## config.mk

```make
export PLATFORM = sky130hd
export DESIGN_NAME = dmem_arbiter
export DESIGN_NICKNAME = d
export VERILOG_FILES = /design/src/rtl/dmem_arbiter.sv
export SDC_FILE = /design/constraint.sdc
export NUM_CORES = 1
export LEC_CHECK = 0
export ABC_AREA = 0
export BUFFER_PORTS_ARGS = -buffer_cell sky130_fd_sc_hd__buf_4
export CORE_MARGIN = 8
export CORE_UTILIZATION = 45
export CTS_CLUSTER_DIAMETER = 120
export DETAILED_ROUTE_END_ITERATION = 10
export PLACE_DENSITY = 0.9
export SLEW_MARGIN = 25
export SYNTH_ARGS = -nofsm -noshare
export SYNTH_HDL_FRONTEND = slang
export SYNTH_SLANG_ARGS = --single-unit
```

## constraint.sdc

```tcl
create_clock -name clk -period 2.31 [get_ports clk]
set_clock_uncertainty 0.2 [all_clocks]
set_input_delay 0.231 -clock clk [delete_from_list [all_inputs] [get_ports clk]]
set_output_delay 0.231 -clock clk [all_outputs]
set_load 0.05 [all_outputs]
```

## src/rtl/dmem_arbiter.sv

```systemverilog
`default_nettype none
// ============================================================================
// Module   : dmem_arbiter
// Brief    : Single-port data memory arbiter between the MEM stage (P) and a
//            DMA requester (D). Optional starvation guard: DMEM_STARVE_GUARD_EN.
// Revision : 1.0 - initial release
// ============================================================================
module dmem_arbiter #(
    parameter int MEM_LAT      = 2,
    parameter int MAX_PIPE_RUN = 4
) (
    input  logic        clk,
    input  logic        rst,
    input  logic        p_rd,
    input  logic        p_wr,
    input  logic [31:0] p_addr,
    input  logic [31:0] p_wdata,
    output logic [31:0] p_rdata,
    output logic        p_stall,
    input  logic        d_req,
    input  logic        d_we,
    input  logic [31:0] d_addr,
    input  logic [31:0] d_wdata,
    output logic [31:0] d_rdata,
    output logic        d_ack,
    output logic        mem_read,
    output logic        mem_write,
    output logic [31:0] mem_addr,
    output logic [31:0] mem_wdata,
    input  logic [31:0] mem_rdata,
    output logic        busy
);

    typedef enum logic [1:0] {
        S_IDLE = 2'd0,
        S_CMD  = 2'd1,
        S_WAIT = 2'd2,
        S_RESP = 2'd3
    } state_t;

    localparam logic [3:0] c_lat_init = 4'(MEM_LAT - 1);

    generate
        if (MEM_LAT < 1 || MEM_LAT > 15) begin : g_bad_mem_lat
            $error("dmem_arbiter: MEM_LAT must be within 1..15");
        end
        if (MAX_PIPE_RUN < 1 || MAX_PIPE_RUN > 15) begin : g_bad_max_pipe_run
            $error("dmem_arbiter: MAX_PIPE_RUN must be within 1..15");
        end
    endgenerate

    state_t      r_state;
    state_t      w_state_nxt;
    logic        r_owner_d;
    logic        r_we;
    logic [31:0] r_addr;
    logic [31:0] r_wdata;
    logic [31:0] r_p_rdata;
    logic [31:0] r_d_rdata;
    logic [3:0]  r_cnt;

    logic w_p_req;
    logic w_force_d;
    logic w_grant_p;
    logic w_grant_d;
    logic w_last;

    assign w_p_req   = p_rd | p_wr;
    assign w_grant_d = d_req & (~w_p_req | w_force_d);
    assign w_grant_p = w_p_req & ~w_grant_d;

`ifdef DMEM_STARVE_GUARD_EN
    localparam logic [3:0] c_run_limit = 4'(MAX_PIPE_RUN);
    logic [3:0] r_run;

    // Counts back-to-back P grants that left a waiting D behind.
    always_ff @(posedge clk) begin
        if (!rst) begin
            r_run <= 4'd0;
        end else if (r_state == S_IDLE && w_grant_d) begin
            r_run <= 4'd0;
        end else if (r_state == S_IDLE && w_grant_p) begin
            r_run <= d_req ? (r_run + 4'd1) : 4'd0;
        end
    end

    assign w_force_d = d_req & (r_run == c_run_limit);
`else
    assign w_force_d = 1'b0;
`endif

    // Final cycle of the memory access: read data is valid on this edge.
    assign w_last = ((r_state == S_CMD) && (MEM_LAT == 1)) ||
                    ((r_state == S_WAIT) && (r_cnt == 4'd1));

    always_comb begin
        w_state_nxt = r_state;
        case (r_state)
            S_IDLE: if (w_grant_p | w_grant_d) w_state_nxt = S_CMD;
            S_CMD:  w_state_nxt = (MEM_LAT == 1) ? S_RESP : S_WAIT;
            S_WAIT: if (r_cnt == 4'd1) w_state_nxt = S_RESP;
            S_RESP: w_state_nxt = S_IDLE;
            default: w_state_nxt = S_IDLE;
        endcase
    end

    always_ff @(posedge clk) begin
        if (!rst) begin
            r_state   <= S_IDLE;
            r_owner_d <= 1'b0;
            r_we      <= 1'b0;
            r_addr    <= 32'h0;
            r_wdata   <= 32'h0;
            r_p_rdata <= 32'h0;
            r_d_rdata <= 32'h0;
            r_cnt     <= 4'd0;
        end else begin
            r_state <= w_state_nxt;
            case (r_state)
                S_IDLE: begin
                    if (w_grant_p | w_grant_d) begin
                        r_owner_d <= w_grant_d;
                        r_we      <= w_grant_d ? d_we    : p_wr;
                        r_addr    <= w_grant_d ? d_addr  : p_addr;
                        r_wdata   <= w_grant_d ? d_wdata : p_wdata;
                    end
                end
                S_CMD:   r_cnt <= c_lat_init;
                S_WAIT:  r_cnt <= r_cnt - 4'd1;
                default: ;
            endcase
            if (w_last && !r_we) begin
                if (r_owner_d) r_d_rdata <= mem_rdata;
                else           r_p_rdata <= mem_rdata;
            end
        end
    end

    assign mem_read  = (r_state == S_CMD) & ~r_we;
    assign mem_write = (r_state == S_CMD) &  r_we;
    assign mem_addr  = r_addr;
    assign mem_wdata = r_wdata;
    assign p_rdata   = r_p_rdata;
    assign d_rdata   = r_d_rdata;
    assign d_ack     = (r_state == S_RESP) & r_owner_d;
    assign busy      = (r_state != S_IDLE);
    // The pipeline is released only in the RESP cycle of its own access.
    assign p_stall   = w_p_req & ~((r_state == S_RESP) & ~r_owner_d);

endmodule
`default_nettype wire

```

==> impl_metrics.env <==
export IMPL_die_h_um=127
export IMPL_layout_drive_gt1_share_pct=31.5
export IMPL_grt_first_pass_wirelength_mm=44.0
export IMPL_synthTopCellsByCount="163 x nand2_1, 136 x dfxtp_1, 129 x a21oi_1, 65 x mux2i_1, 62 x o21ai_0"
export IMPL_p_sw_mw=4.97
export IMPL_ir_worst_vdd_mv=0.959
export IMPL_hold_depth=4
export IMPL_clock_sinks=136
export IMPL_ys_seq_elements=136
export IMPL_antenna_left=0
export IMPL_cp_required_ns=2.46
export IMPL_grt_overflow=0
export IMPL_ys_types=36
export IMPL_p_int_mw=6.35
export IMPL_slew_viol_final=0
export IMPL_synthTopCellsByArea="dfxtp_1 49%, mux2i_1 12%, a21oi_1 12%"
export IMPL_h_tree_depth=4
export IMPL_dr_pass1_iters=7
export IMPL_grt_pass1_vias=7914
export IMPL_yosysTopAreaCell="dfxtp_1"
export IMPL_post_dp_cell_area_um2=7920
export IMPL_slew_headroom_pct=37.5
export IMPL_drt_wirelength_per_cell_um=23.1
export IMPL_reg2regPathDepth=7
export IMPL_n_fill_cell=530
export IMPL_final_util_pct=84.7
export IMPL_hpwl_mm=14.0
export IMPL_syn2layout_area_growth_pct=82.9
export IMPL_core_area_um2=12100
export IMPL_path_clk_slew_ns=0.06
export IMPL_regArea_um2=2720
export IMPL_die_w_um=127
export IMPL_synthCells=659
export IMPL_power_frac_comb_pct=45.7
export IMPL_powerDensity_nw_per_um2=1110
export IMPL_vias=7477
export IMPL_vias_per_cell=5.84
export IMPL_hold_path_class="primary input to flop"
export IMPL_dp_slack_ns=0.247
export IMPL_critPathBufInv=3
export IMPL_synth_edf_count=0
export IMPL_numCtsBuffers=17
export IMPL_synth_most_common_cell="nand2_1"
export IMPL_routed_wl_mm=29.6
export IMPL_drc=0
export IMPL_setup_viol=0
export IMPL_clock_path_buffers=2
export IMPL_cts_tree="done"
export IMPL_slowest_delay_ns=0.57
export IMPL_stdcell_area_um2=10200
export IMPL_syn_nets=831
export IMPL_path_class="flop to flop"
export IMPL_yosysWarningCount=0
export IMPL_io_pins=299
export IMPL_yosysTopAreaCellShare_pct=48.7
export IMPL_async_flop_share_pct=0
export IMPL_cts_root_buf="clkbuf_16"
export IMPL_clockPowerShare_pct=25.0
export IMPL_critPathLaunchType="flop"
export IMPL_end_kind="flop"
export IMPL_status="completed"
export IMPL_cp_slowest_cell="dlygate4sd3_1"
export IMPL_placementRows=40
export IMPL_cp_arrival_ns=2.42
export IMPL_cts_setup_buffers=0
export IMPL_fin_ws_ns=0.0369
export IMPL_period_needed_ns=2.27
export IMPL_worst_pin_slew_ns=0.938
export IMPL_synth_sequential_area_ratio_pct=48.7
export IMPL_grt_usage_pct=34.7
export IMPL_antenna_found_initial=7
export IMPL_port_buffers=298
export IMPL_crit_cells=7
export IMPL_die_area_um2=16200
export IMPL_place_congestion=0.835
export IMPL_netSwitchingFraction_pct=43.9
export IMPL_crit_chain="inv_1, ha_4, o31a_4, buf_12, o21ai_1, a21oi_1, dlygate4sd3_1"
export IMPL_fmax_mhz=440
export IMPL_cap_violations=0
export IMPL_p_seq_share_pct=29.3
export IMPL_start_util_pct=46.3
export IMPL_hold_viol_final=0
export IMPL_postSynthAreaPerCell_um2=8.48
export IMPL_synthFlopType="dfxtp_1"
export IMPL_drtIter0Drc=894
export IMPL_grt_max_degree=107
export IMPL_fin_crit_sh_pct=98.4
export IMPL_crit_family="buffers and inverters"
export IMPL_synth_area_um2=5590
export IMPL_cellLeakagePower_nw=4.66
export IMPL_multi_input_area_um2=2590
export IMPL_clock_latency_ns=0.40
export IMPL_final_net_count=1266
export IMPL_worstPathMaxFanout=34
placed cells by master (no fill, tap or decap), drive strengths merged:
master       Yosys  routed
a21boi           2       2
a21oi          129     129
a22oi            2       2
a31oi            2       2
and2             3       3
buf             25     308
bufinv           0       4
clkbuf          31      19
clkinv           0       3
clkinvlp         0       6
dfxtp          136     136
diode            0       6
dlygate4sd3      0     163
ha               6       6
inv              6       6
mux2i           65      65
nand2          163     163
nand2b           1       1
nand3            1       1
nand3b           2       2
nand4bb          1       1
nor2             2       2
nor2b            2       2
nor3             2       2
nor3b            1       1
nor4             1       1
o21a             2       2
o21ai           67      67
o221a            1       1
o31a             1       1
o31ai            2       2
or3              1       1
or3b             2       2
flip-flops by register name, indices dropped and copies added (netlist names):
name       flops
d_rdata       32
mem_addr      32
mem_wdata     32
p_rdata       32
r_cnt          4
r_state        2
r_owner_d      1
r_we           1
final timing paths:
check                                  from           end  slack [ns]
worst max register to register   r_state[0]  mem_wdata[5]        0.04
worst max-delay path             r_state[0]  mem_wdata[5]        0.04
worst min-delay path                   p_rd     r_owner_d         0.1
worst min register to register  p_rdata[27]   p_rdata[27]        0.25
timing repair:
action | 4_1_cts | 5_1_grt
hold endpoints to repair | 129 | 0
hold buffers | 163 | 0
gates resized for setup | 0 | 8
endpoints found under the setup margin | 0 | 15
stage by stage:
step	hold WS, ns	cells	power [mW]	setup TNS (ns)
3_3_place_gp	0.243	1079	7.46	0
6_report	0.0950	1280	11.3	0
5_1_grt	0.108	1280	11.6	-0.0237
2_1_floorplan	0.165	659	6.04	0
4_1_cts	0.0598	1273	10.7	0
3_5_place_dp	0.249	1079	7.51	0
per-layer routing:
layer  track usage [%]  part of all wire (%)  up-vias
met5                 0                 0.044        -
li1                  -                     -     3125
met3              14.9                    14      235
met4              28.1                   8.8        2
met1              35.1                    33     3392
met2              55.5                    45      723
layout make-up:
type	count	share of cell area, %
inverters	6	0.220
well taps	168	2.06
clock inverters	13	1.76
repair buffers	472	39.6
diodes	6	0.147
multi-input cells	461	25.4
flip-flops and latches	136	26.6
clock buffers	18	4.20
power by group through the flow:
stage	clock network (mW)	registers, mW	logic (mW)
after global placement	0	3.17	4.29
after floorplan	0	4.80	1.25
final	2.83	3.32	5.18
after CTS	2.84	3.16	4.67
after global routing	2.94	3.33	5.34
after detailed placement	0	3.18	4.34
worst reg2reg max path, delay by kind of cell, from the launching register on:
kind | cells | cell delay, ns
flip-flops | 1 | 0.35
adder cells (fa/ha/maj) | 1 | 0.20
AO/OA/AOI/OAI | 3 | 0.56
buffers and inverters | 3 | 0.90
cell families (layout without fill, tap and decap cells):
logic type      after synthesis  count (layout)  synth area share (%)
other cells                   0               6                     0
simple gates                182             182                  13.4
flops                       136             136                  48.7
mux                          65              65                  11.6
compound gates              208             208                  19.5
buf+inv                      62             509                  5.42
fa+ha+maj                     6               6                  1.34
No activity file was read; power rests on OpenSTA's default activity.
